File: config.mk
export PLATFORM = sky130hd
export DESIGN_NAME = lfa_line_tracker
export DESIGN_NICKNAME = d
export VERILOG_FILES = /design/src/rtl/lfa_pkg.sv /design/src/rtl/lfa_sample_classifier.sv /design/src/rtl/lfa_line_tracker.sv
export SDC_FILE = /design/constraint.sdc
export NUM_CORES = 1
export LEC_CHECK = 0
export CORE_MARGIN = 10
export CORE_UTILIZATION = 50
export DETAILED_ROUTE_END_ITERATION = 10
export PLACE_DENSITY_LB_ADDON = 0.12
export SLEW_MARGIN = 20
export SYNTH_ARGS = -nofsm -noshare
export SYNTH_HDL_FRONTEND = slang
export SYNTH_SLANG_ARGS = --single-unit
export TNS_END_PERCENT = 10
File: constraint.sdc
create_clock -name clk_3125KHz -period 5.4 [get_ports clk_3125KHz]
set_clock_uncertainty 0.15 [all_clocks]
set_input_delay 1.62 -clock clk_3125KHz [delete_from_list [all_inputs] [get_ports clk_3125KHz]]
set_output_delay 1.62 -clock clk_3125KHz [all_outputs]
set_load 0.02 [all_outputs]
File: src/rtl/lfa_pkg.sv
// Shared types for the LFA line tracker: FSM states, sensor patterns, motor codes
// and the H-bridge direction-pin encodings.
package lfa_pkg;

    typedef enum logic [2:0] {
        ST_IDLE,
        ST_FOLLOW,
        ST_NODE,
        ST_STOP,
        ST_LOST
    } state_t;

    typedef enum logic [2:0] {
        PAT_ALL_B,
        PAT_RDRIFT,
        PAT_LDRIFT,
        PAT_CENTER,
        PAT_NONE,
        PAT_HOLD
    } pattern_t;

    typedef enum logic [2:0] {
        MC_OFF,
        MC_FWD,
        MC_PIVR,
        MC_PIVL,
        MC_NODEFWD
    } mcode_t;

    // {a, b} pin pair for one motor
    localparam logic [1:0] DIR_OFF = 2'b00;
    localparam logic [1:0] DIR_FWD = 2'b10;
    localparam logic [1:0] DIR_REV = 2'b01;

endpackage

File: src/rtl/lfa_sample_classifier.sv
// Combinational black/white classification of one left/middle/right sample set
// into a single prioritised line pattern.
module lfa_sample_classifier
    import lfa_pkg::*;
#(
    parameter int ADC_W  = 12,
    parameter int HI_THR = 1000,
    parameter int LO_THR = 200
) (
    input  logic [ADC_W-1:0] left,
    input  logic [ADC_W-1:0] middle,
    input  logic [ADC_W-1:0] right,
    output pattern_t         pattern
);

    localparam logic [ADC_W-1:0] HI_T = ADC_W'(HI_THR);
    localparam logic [ADC_W-1:0] LO_T = ADC_W'(LO_THR);

    logic b_l, b_m, b_r;
    logic w_l, w_m, w_r;

    assign b_l = (left   > HI_T);
    assign b_m = (middle > HI_T);
    assign b_r = (right  > HI_T);
    assign w_l = (left   < LO_T);
    assign w_m = (middle < LO_T);
    assign w_r = (right  < LO_T);

    always_comb begin
        pattern = PAT_HOLD;
        if (b_l && b_m && b_r) begin
            pattern = PAT_ALL_B;
        end else if (b_r && w_l) begin
            pattern = PAT_RDRIFT;
        end else if (b_l && w_r) begin
            pattern = PAT_LDRIFT;
        end else if (w_l && b_m && w_r) begin
            pattern = PAT_CENTER;
        end else if (w_l && w_m && w_r) begin
            pattern = PAT_NONE;
        end
    end

endmodule

File: src/rtl/lfa_line_tracker.sv
// Three-sensor line follower: steers the H-bridge from classified samples,
// counts debounced nodes, stops at a chosen node and detects a lost line.
module lfa_line_tracker
    import lfa_pkg::*;
#(
    parameter int ADC_W         = 12,
    parameter int HI_THR        = 1000,
    parameter int LO_THR        = 200,
    parameter int DUTY_W        = 4,
    parameter int FWD_DUTY      = 5,
    parameter int TURN_HI       = 7,
    parameter int TURN_LO       = 3,
    parameter int NODE_DUTY     = 5,
    parameter int NODE_DEBOUNCE = 16,
    parameter int LOST_SAMPLES  = 64,
    parameter int NODE_W        = 8,
    parameter int STOP_NODE     = 5
) (
    input  logic              clk_3125KHz,
    input  logic              reset,
    input  logic              en,
    input  logic              sample_valid,
    input  logic [ADC_W-1:0]  left,
    input  logic [ADC_W-1:0]  middle,
    input  logic [ADC_W-1:0]  right,
    output logic              m1_a,
    output logic              m1_b,
    output logic              m2_a,
    output logic              m2_b,
    output logic [DUTY_W-1:0] dc1,
    output logic [DUTY_W-1:0] dc2,
    output logic              node_flag,
    output logic              node_pulse,
    output logic [NODE_W-1:0] node,
    output logic              lost,
    output logic              stopped,
    output logic [7:0]        fpga_LED
);

    localparam int DEB_W  = $clog2(NODE_DEBOUNCE + 1);
    localparam int LOST_W = $clog2(LOST_SAMPLES + 1);
    localparam int OUT_W  = 4 + 2 * DUTY_W;

    localparam logic [DEB_W-1:0]  DEB_MAX  = DEB_W'(NODE_DEBOUNCE);
    localparam logic [LOST_W-1:0] LOST_MAX = LOST_W'(LOST_SAMPLES);
    localparam logic [DUTY_W-1:0] FWD_DC   = DUTY_W'(FWD_DUTY);
    localparam logic [DUTY_W-1:0] THI_DC   = DUTY_W'(TURN_HI);
    localparam logic [DUTY_W-1:0] TLO_DC   = DUTY_W'(TURN_LO);
    localparam logic [DUTY_W-1:0] NODE_DC  = DUTY_W'(NODE_DUTY);

    // Pin/duty image of a motor code: {m1_a, m1_b, m2_a, m2_b, dc1, dc2}
    function automatic logic [OUT_W-1:0] decode(input mcode_t mc);
        case (mc)
            MC_FWD:     decode = {DIR_FWD, DIR_FWD, FWD_DC, FWD_DC};
            MC_PIVR:    decode = {DIR_FWD, DIR_REV, THI_DC, TLO_DC};
            MC_PIVL:    decode = {DIR_REV, DIR_FWD, TLO_DC, THI_DC};
            MC_NODEFWD: decode = {DIR_FWD, DIR_FWD, NODE_DC, NODE_DC};
            default:    decode = {DIR_OFF, DIR_OFF, {(2 * DUTY_W){1'b0}}};
        endcase
    endfunction

    pattern_t pattern;

    lfa_sample_classifier #(
        .ADC_W  (ADC_W),
        .HI_THR (HI_THR),
        .LO_THR (LO_THR)
    ) u_classifier (
        .left    (left),
        .middle  (middle),
        .right   (right),
        .pattern (pattern)
    );

    state_t            state_q,    state_d;
    mcode_t            mcode_q,    mcode_d;
    logic [DEB_W-1:0]  deb_q,      deb_d,      deb_inc;
    logic [LOST_W-1:0] lost_cnt_q, lost_cnt_d, lost_inc;
    logic [NODE_W-1:0] node_q,     node_d,     node_inc;
    logic [OUT_W-1:0]  out_q,      out_d;
    logic              pulse_q,    pulse_d;
    logic              flag_q,     flag_d;
    logic              lost_q,     lost_d;
    logic              stopped_q,  stopped_d;

    assign deb_inc  = (deb_q < DEB_MAX) ? deb_q + DEB_W'(1) : deb_q;
    assign lost_inc = (lost_cnt_q < LOST_MAX) ? lost_cnt_q + LOST_W'(1) : lost_cnt_q;
    assign node_inc = node_q + NODE_W'(1);

    always_comb begin
        state_d    = state_q;
        mcode_d    = mcode_q;
        deb_d      = deb_q;
        lost_cnt_d = lost_cnt_q;
        node_d     = node_q;
        pulse_d    = 1'b0;

        if (!en) begin
            state_d    = ST_IDLE;
            mcode_d    = MC_OFF;
            deb_d      = '0;
            lost_cnt_d = '0;
        end else begin
            case (state_q)
                ST_IDLE: begin
                    state_d = ST_FOLLOW;
                    mcode_d = MC_OFF;
                end
                ST_FOLLOW, ST_NODE: begin
                    if (sample_valid) begin
                        if (pattern == PAT_ALL_B) begin
                            lost_cnt_d = '0;
                            // While already on a node, further all-black samples just keep crossing it
                            if (state_q == ST_FOLLOW) begin
                                if (deb_inc == DEB_MAX) begin
                                    deb_d   = '0;
                                    node_d  = node_inc;
                                    pulse_d = 1'b1;
                                    if ((STOP_NODE != 0) && (node_inc == NODE_W'(STOP_NODE))) begin
                                        state_d = ST_STOP;
                                        mcode_d = MC_OFF;
                                    end else begin
                                        state_d = ST_NODE;
                                        mcode_d = MC_NODEFWD;
                                    end
                                end else begin
                                    deb_d = deb_inc;
                                end
                            end
                        end else begin
                            state_d = ST_FOLLOW;
                            deb_d   = '0;
                            case (pattern)
                                PAT_CENTER: mcode_d = MC_FWD;
                                PAT_RDRIFT: mcode_d = MC_PIVR;
                                PAT_LDRIFT: mcode_d = MC_PIVL;
                                default:    mcode_d = mcode_q;
                            endcase
                            if (pattern == PAT_NONE) begin
                                if (lost_inc == LOST_MAX) begin
                                    lost_cnt_d = '0;
                                    state_d    = ST_LOST;
                                    mcode_d    = MC_OFF;
                                end else begin
                                    lost_cnt_d = lost_inc;
                                end
                            end else begin
                                lost_cnt_d = '0;
                            end
                        end
                    end
                end
                ST_LOST: begin
                    if (sample_valid && (pattern == PAT_CENTER)) begin
                        state_d = ST_FOLLOW;
                        mcode_d = MC_FWD;
                    end
                end
                ST_STOP: begin
                    mcode_d = MC_OFF;
                end
                default: begin
                    state_d = ST_IDLE;
                    mcode_d = MC_OFF;
                end
            endcase
        end

        out_d     = decode(mcode_d);
        flag_d    = (state_d == ST_NODE);
        lost_d    = (state_d == ST_LOST);
        stopped_d = (state_d == ST_STOP);
    end

    always_ff @(posedge clk_3125KHz or posedge reset) begin
        if (reset) begin
            state_q    <= ST_IDLE;
            mcode_q    <= MC_OFF;
            deb_q      <= '0;
            lost_cnt_q <= '0;
            node_q     <= '0;
            out_q      <= '0;
            pulse_q    <= 1'b0;
            flag_q     <= 1'b0;
            lost_q     <= 1'b0;
            stopped_q  <= 1'b0;
        end else begin
            state_q    <= state_d;
            mcode_q    <= mcode_d;
            deb_q      <= deb_d;
            lost_cnt_q <= lost_cnt_d;
            node_q     <= node_d;
            out_q      <= out_d;
            pulse_q    <= pulse_d;
            flag_q     <= flag_d;
            lost_q     <= lost_d;
            stopped_q  <= stopped_d;
        end
    end

    assign {m1_a, m1_b, m2_a, m2_b, dc1, dc2} = out_q;
    assign node_flag  = flag_q;
    assign node_pulse = pulse_q;
    assign node       = node_q;
    assign lost       = lost_q;
    assign stopped    = stopped_q;
    assign fpga_LED   = 8'(node_q);

endmodule
==> summary.md <==
| Metric | Value |
|---|---|
| Outcome | `completed` |
| Number of diodes | `0` |
| Core Region | `4410 um^2` |
| Cts bufs inserted | `5` |
| Main combinational cell family by area after synthesis | `simple AND/OR/NAND/NOR gates` |
| Routed vias | `2,102` |
| Xor/xnor share of the synthesized area | `4.96%` |
| Yosys warns | `0` |
| Power Density | `196 nW/um^2` |
| Sequential share of the synthesized area | `39.2%` |
| Slew headroom | `40.2%` |
| Worst Path Required | `5440 ps` |
| Total grt overflow | `0` |
| Clock transition at path regs | `80 ps` |
| Clock Path Buffers | `2` |
| Crit path max-delay cell type | `o41ai_1` |
| Min-delay src | `fpga_LED[7]` |
| Worst-Margin Slew | `896 ps` |
| Iter 0 DRT Violations | `145` |
| Max cap viols | `0` |
| Detail Route Antenna Nets | `0` |
| Post-DP HPWL | `4.49 mm` |
| Primary FF master, synth | `dfrtp_1` |
| FF-to-FF Start | `deb_q[0]` |
| Seq cells post-synth | `36` |
| CP Buf/Inv Count | `1` |
| Ys async rst share | `100%` |
| P_leak | `0.00128 uW` |
| # IOs | `72` |
| Worst R2R Path Depth | `9` |
| Final setup viols | `0` |
| Die area | `7700 um^2` |
| Simple-gate share of the synthesized area | `25.1%` |
| Syn Area/Cell | `8.90 um^2` |
| Crit end category | `flip-flop` |
| Cells after DPL | `362` |
| Largest net degree at the start of global routing | `25` |
| Final min period | `4090 ps` |
| Final Hold Viols | `0` |
| Clk_lat worst skew | `290 ps` |
| Netlist Area Pre-Place | `2300 um^2` |
| Worst path cell trace | `clkdlybuf4s50_1 -> nor3_1 -> o21ai_0 -> nor3_1 -> nand2_1 -> nand2_1 -> o41ai_1 -> nor2_1 -> o221a_2` |
| Reg-to-Reg End | `out_q[9]` |
| Worst vdd ir | `0.162 mV` |
| F_max | `244 MHz` |
| Yosys top cell area share | `39.2%` |
| Final core utilization | `69.0%` |
| Delay-heaviest family, CP | `compound AO/OA/AOI/OAI gates` |
| Hold endpoint | `fpga_LED[7]` |
| Layout area overhead | `32.6%` |
| DR WL/cell | `15.5 um` |
| Count of different cell masters after synthesis | `58` |
| Cell internal pwr | `451 uW` |
| CTS tree | `built` |
| Final Cycle Share | `75.8%` |
| Mapped Cells | `258` |
| Vias in the first global route | `2,022` |
| Cell row count | `24` |
| Sw frac | `24.4%` |
| IO buf count | `69` |
| Postcts setup bufs | `0` |
| Worst Path Arrival | `4130 ps` |
| Synth Area in Compound Gates | `20.0%` |
| Drt via density | `5.68` |
| RSZ-0062 raised after global routing | `no` |
| Leading area contributor after synthesis | `dfrtp_1` |
| Mux contribution to synthesized area | `0.436%` |
| Worst-path maximum fanout | `7` |
| First-pass GRT wire length | `9.48 mm` |
| DRT Pass-1 Iters | `4` |
| DRC Markers | `0` |
| Worst setup path class | `in -> reg` |
| Share of cells above drive strength 1 | `6.92%` |
| R2R Setup Slk | `2480 ps` |
| H-tree Lvls | `2` |
| Switch Pwr | `145 uW` |
| Root Driver | `clkbuf_8` |
| CTS Sinks | `36` |
| Drt total wl | `5.72 mm` |
| Hold depth | `1` |
| Max Slew Vio Count | `0` |
| Initial Util | `52.0%` |
| Post-synth EDFFs | `0` |
| Hold_ws | `369 ps` |
| Finished Layout Cells | `370` |
| Post-Synth Adder-Cell Area | `2.18%` |
| Initial antenna violation count | `0` |
| Placer Congestion | `0.853` |
| Clock Power Share | `40.3%` |
| Total GRT Usage | `14.9%` |
| Fillers | `371` |
| Hold Buf Count CTS | `0` |
| Final #Nets | `361` |
| Top cells by area, synth | `dfrtp_1, buf_4, nor2_1` |
| Worst hold path type | `reg -> reg` |
| Die X | `87.8 um` |
| Die Ht | `87.8 um` |
| Max incr delay on CP | `770 ps` |
| Comb power frac | `13.6%` |
| Post-CTS Resized | `0` |
| Flop pwr share | `46.1%` |
| Startpoint types | `input pin` |
| Fin Setup TNS | `0 ps` |
## logic make-up (layout without fill, tap and decap cells)
| kind of cell | count (synthesis) | in the layout |
|---|---|---|
| AO/OA/AOI/OAI | 61 | 61 |
| XOR/XNOR | 13 | 13 |
| adder cells (fa/ha/maj) | 4 | 4 |
| buffers and inverters | 32 | 91 |
| flip-flops | 36 | 36 |
| multiplexers | 1 | 1 |
| other | 1 | 2 |
| AND/OR/NAND/NOR | 110 | 110 |
## power groups by stage
stage          Sequential [uW]  Clock (uW)  Combinational, uW
6_report                   275         240               81.3
5_1_grt                    275         256               89.8
4_1_cts                    275         244               81.7
3_5_place_dp               280           0               81.5
3_3_place_gp               280           0               80.5
2_1_floorplan              280           0               39.2
## sequential cells by signal (all words and copies together) (netlist names), 3 cells and up
register / cells
fpga_LED: 8
mcode_q: 3
lost_cnt_q: 7
out_q: 6
state_q: 3
deb_q: 5
## Yosys cell counts (4+ instances only)
master	n
a21oi_1	5
nand2b_1	5
nor2_1	28
nand3_1	10
nor3_1	6
nor4_1	5
dfrtp_1	36
xnor2_1	8
nand4_1	4
o21ai_0	19
and3_1	4
inv_1	12
xor2_1	5
buf_4	16
ha_1	4
nand2_1	24
nor2b_1	5
o31ai_1	4
## cells in the final DEF, fill, tap and decap left out, types with 2 or more instances in the layout
master,count
conb_1,2
a32oi_1,2
dfrtp_1,36
nand2b_1,5
o31ai_1,4
nor3b_1,2
nand4_1,4
and2_1,3
o21ai_0,19
a211o_1,2
a32o_1,3
o41a_1,2
a211oi_2,2
nor3_1,6
xnor2_1,8
a211oi_1,2
and3_1,4
clkdlybuf4s50_1,69
or3_1,2
a31oi_1,3
ha_1,4
nor4_1,5
a21oi_1,5
nor2b_1,5
xor2_1,5
nor4b_1,3
o41ai_1,2
buf_4,2
clkbuf_8,5
nand2_1,24
nand3_1,10
inv_1,12
nor2_1,28
## per-layer routing
metal  part of all wire (%)  GRT usage (%)  wire length, um
met1                     43           18.5             2460
met2                     46           23.4             2620
met3                     11           5.85              607
met4                   0.42           3.91               24
met5                      0              0                0
## final cells by class
class | count | area [um^2] | area share (%)
repair buffers | 71 | 706 | 23.2
clock inverters | 3 | 42.5 | 1.40
inverters | 12 | 45.0 | 1.48
flip-flops and latches | 36 | 901 | 29.6
well taps | 52 | 65.1 | 2.14
multi-input cells | 191 | 1220 | 40.0
clock buffers | 5 | 68.8 | 2.26
## worst max path at each step
stage               startpoint           to  slack (ps)  cells past startpoint
detailed placement    left[11]     out_q[6]         970                      9
global route           left[4]     out_q[8]         990                      9
finish                 left[4]     out_q[6]        1310                      9
floorplan             right[7]  fpga_LED[7]        1620                      9
CTS                    left[4]     out_q[6]        1300                      9
global placement      left[11]     out_q[6]        1010                      9
## worst reg2reg max path, stage by stage (launching register included)
cell     delay [ps]
dfrtp_1         430
ha_1            280
xor2_1          170
o41ai_2         350
and3_1          270
nor3_1           80
o32a_1          370
a31o_1          240
or3_1           380
a21oi_1         140
## stage by stage
| stage | worst slack, ps | total power (uW) | area, um^2 |
|---|---|---|---|
| 5_1_grt | 991 | 621 | 3050 |
| 2_1_floorplan | 1620 | 320 | 2300 |
| 6_report | 1310 | 596 | 3050 |
| 3_3_place_gp | 1010 | 361 | 2930 |
| 3_5_place_dp | 973 | 362 | 2930 |
| 4_1_cts | 1300 | 601 | 3050 |
Power figures use the tool's default switching activity.
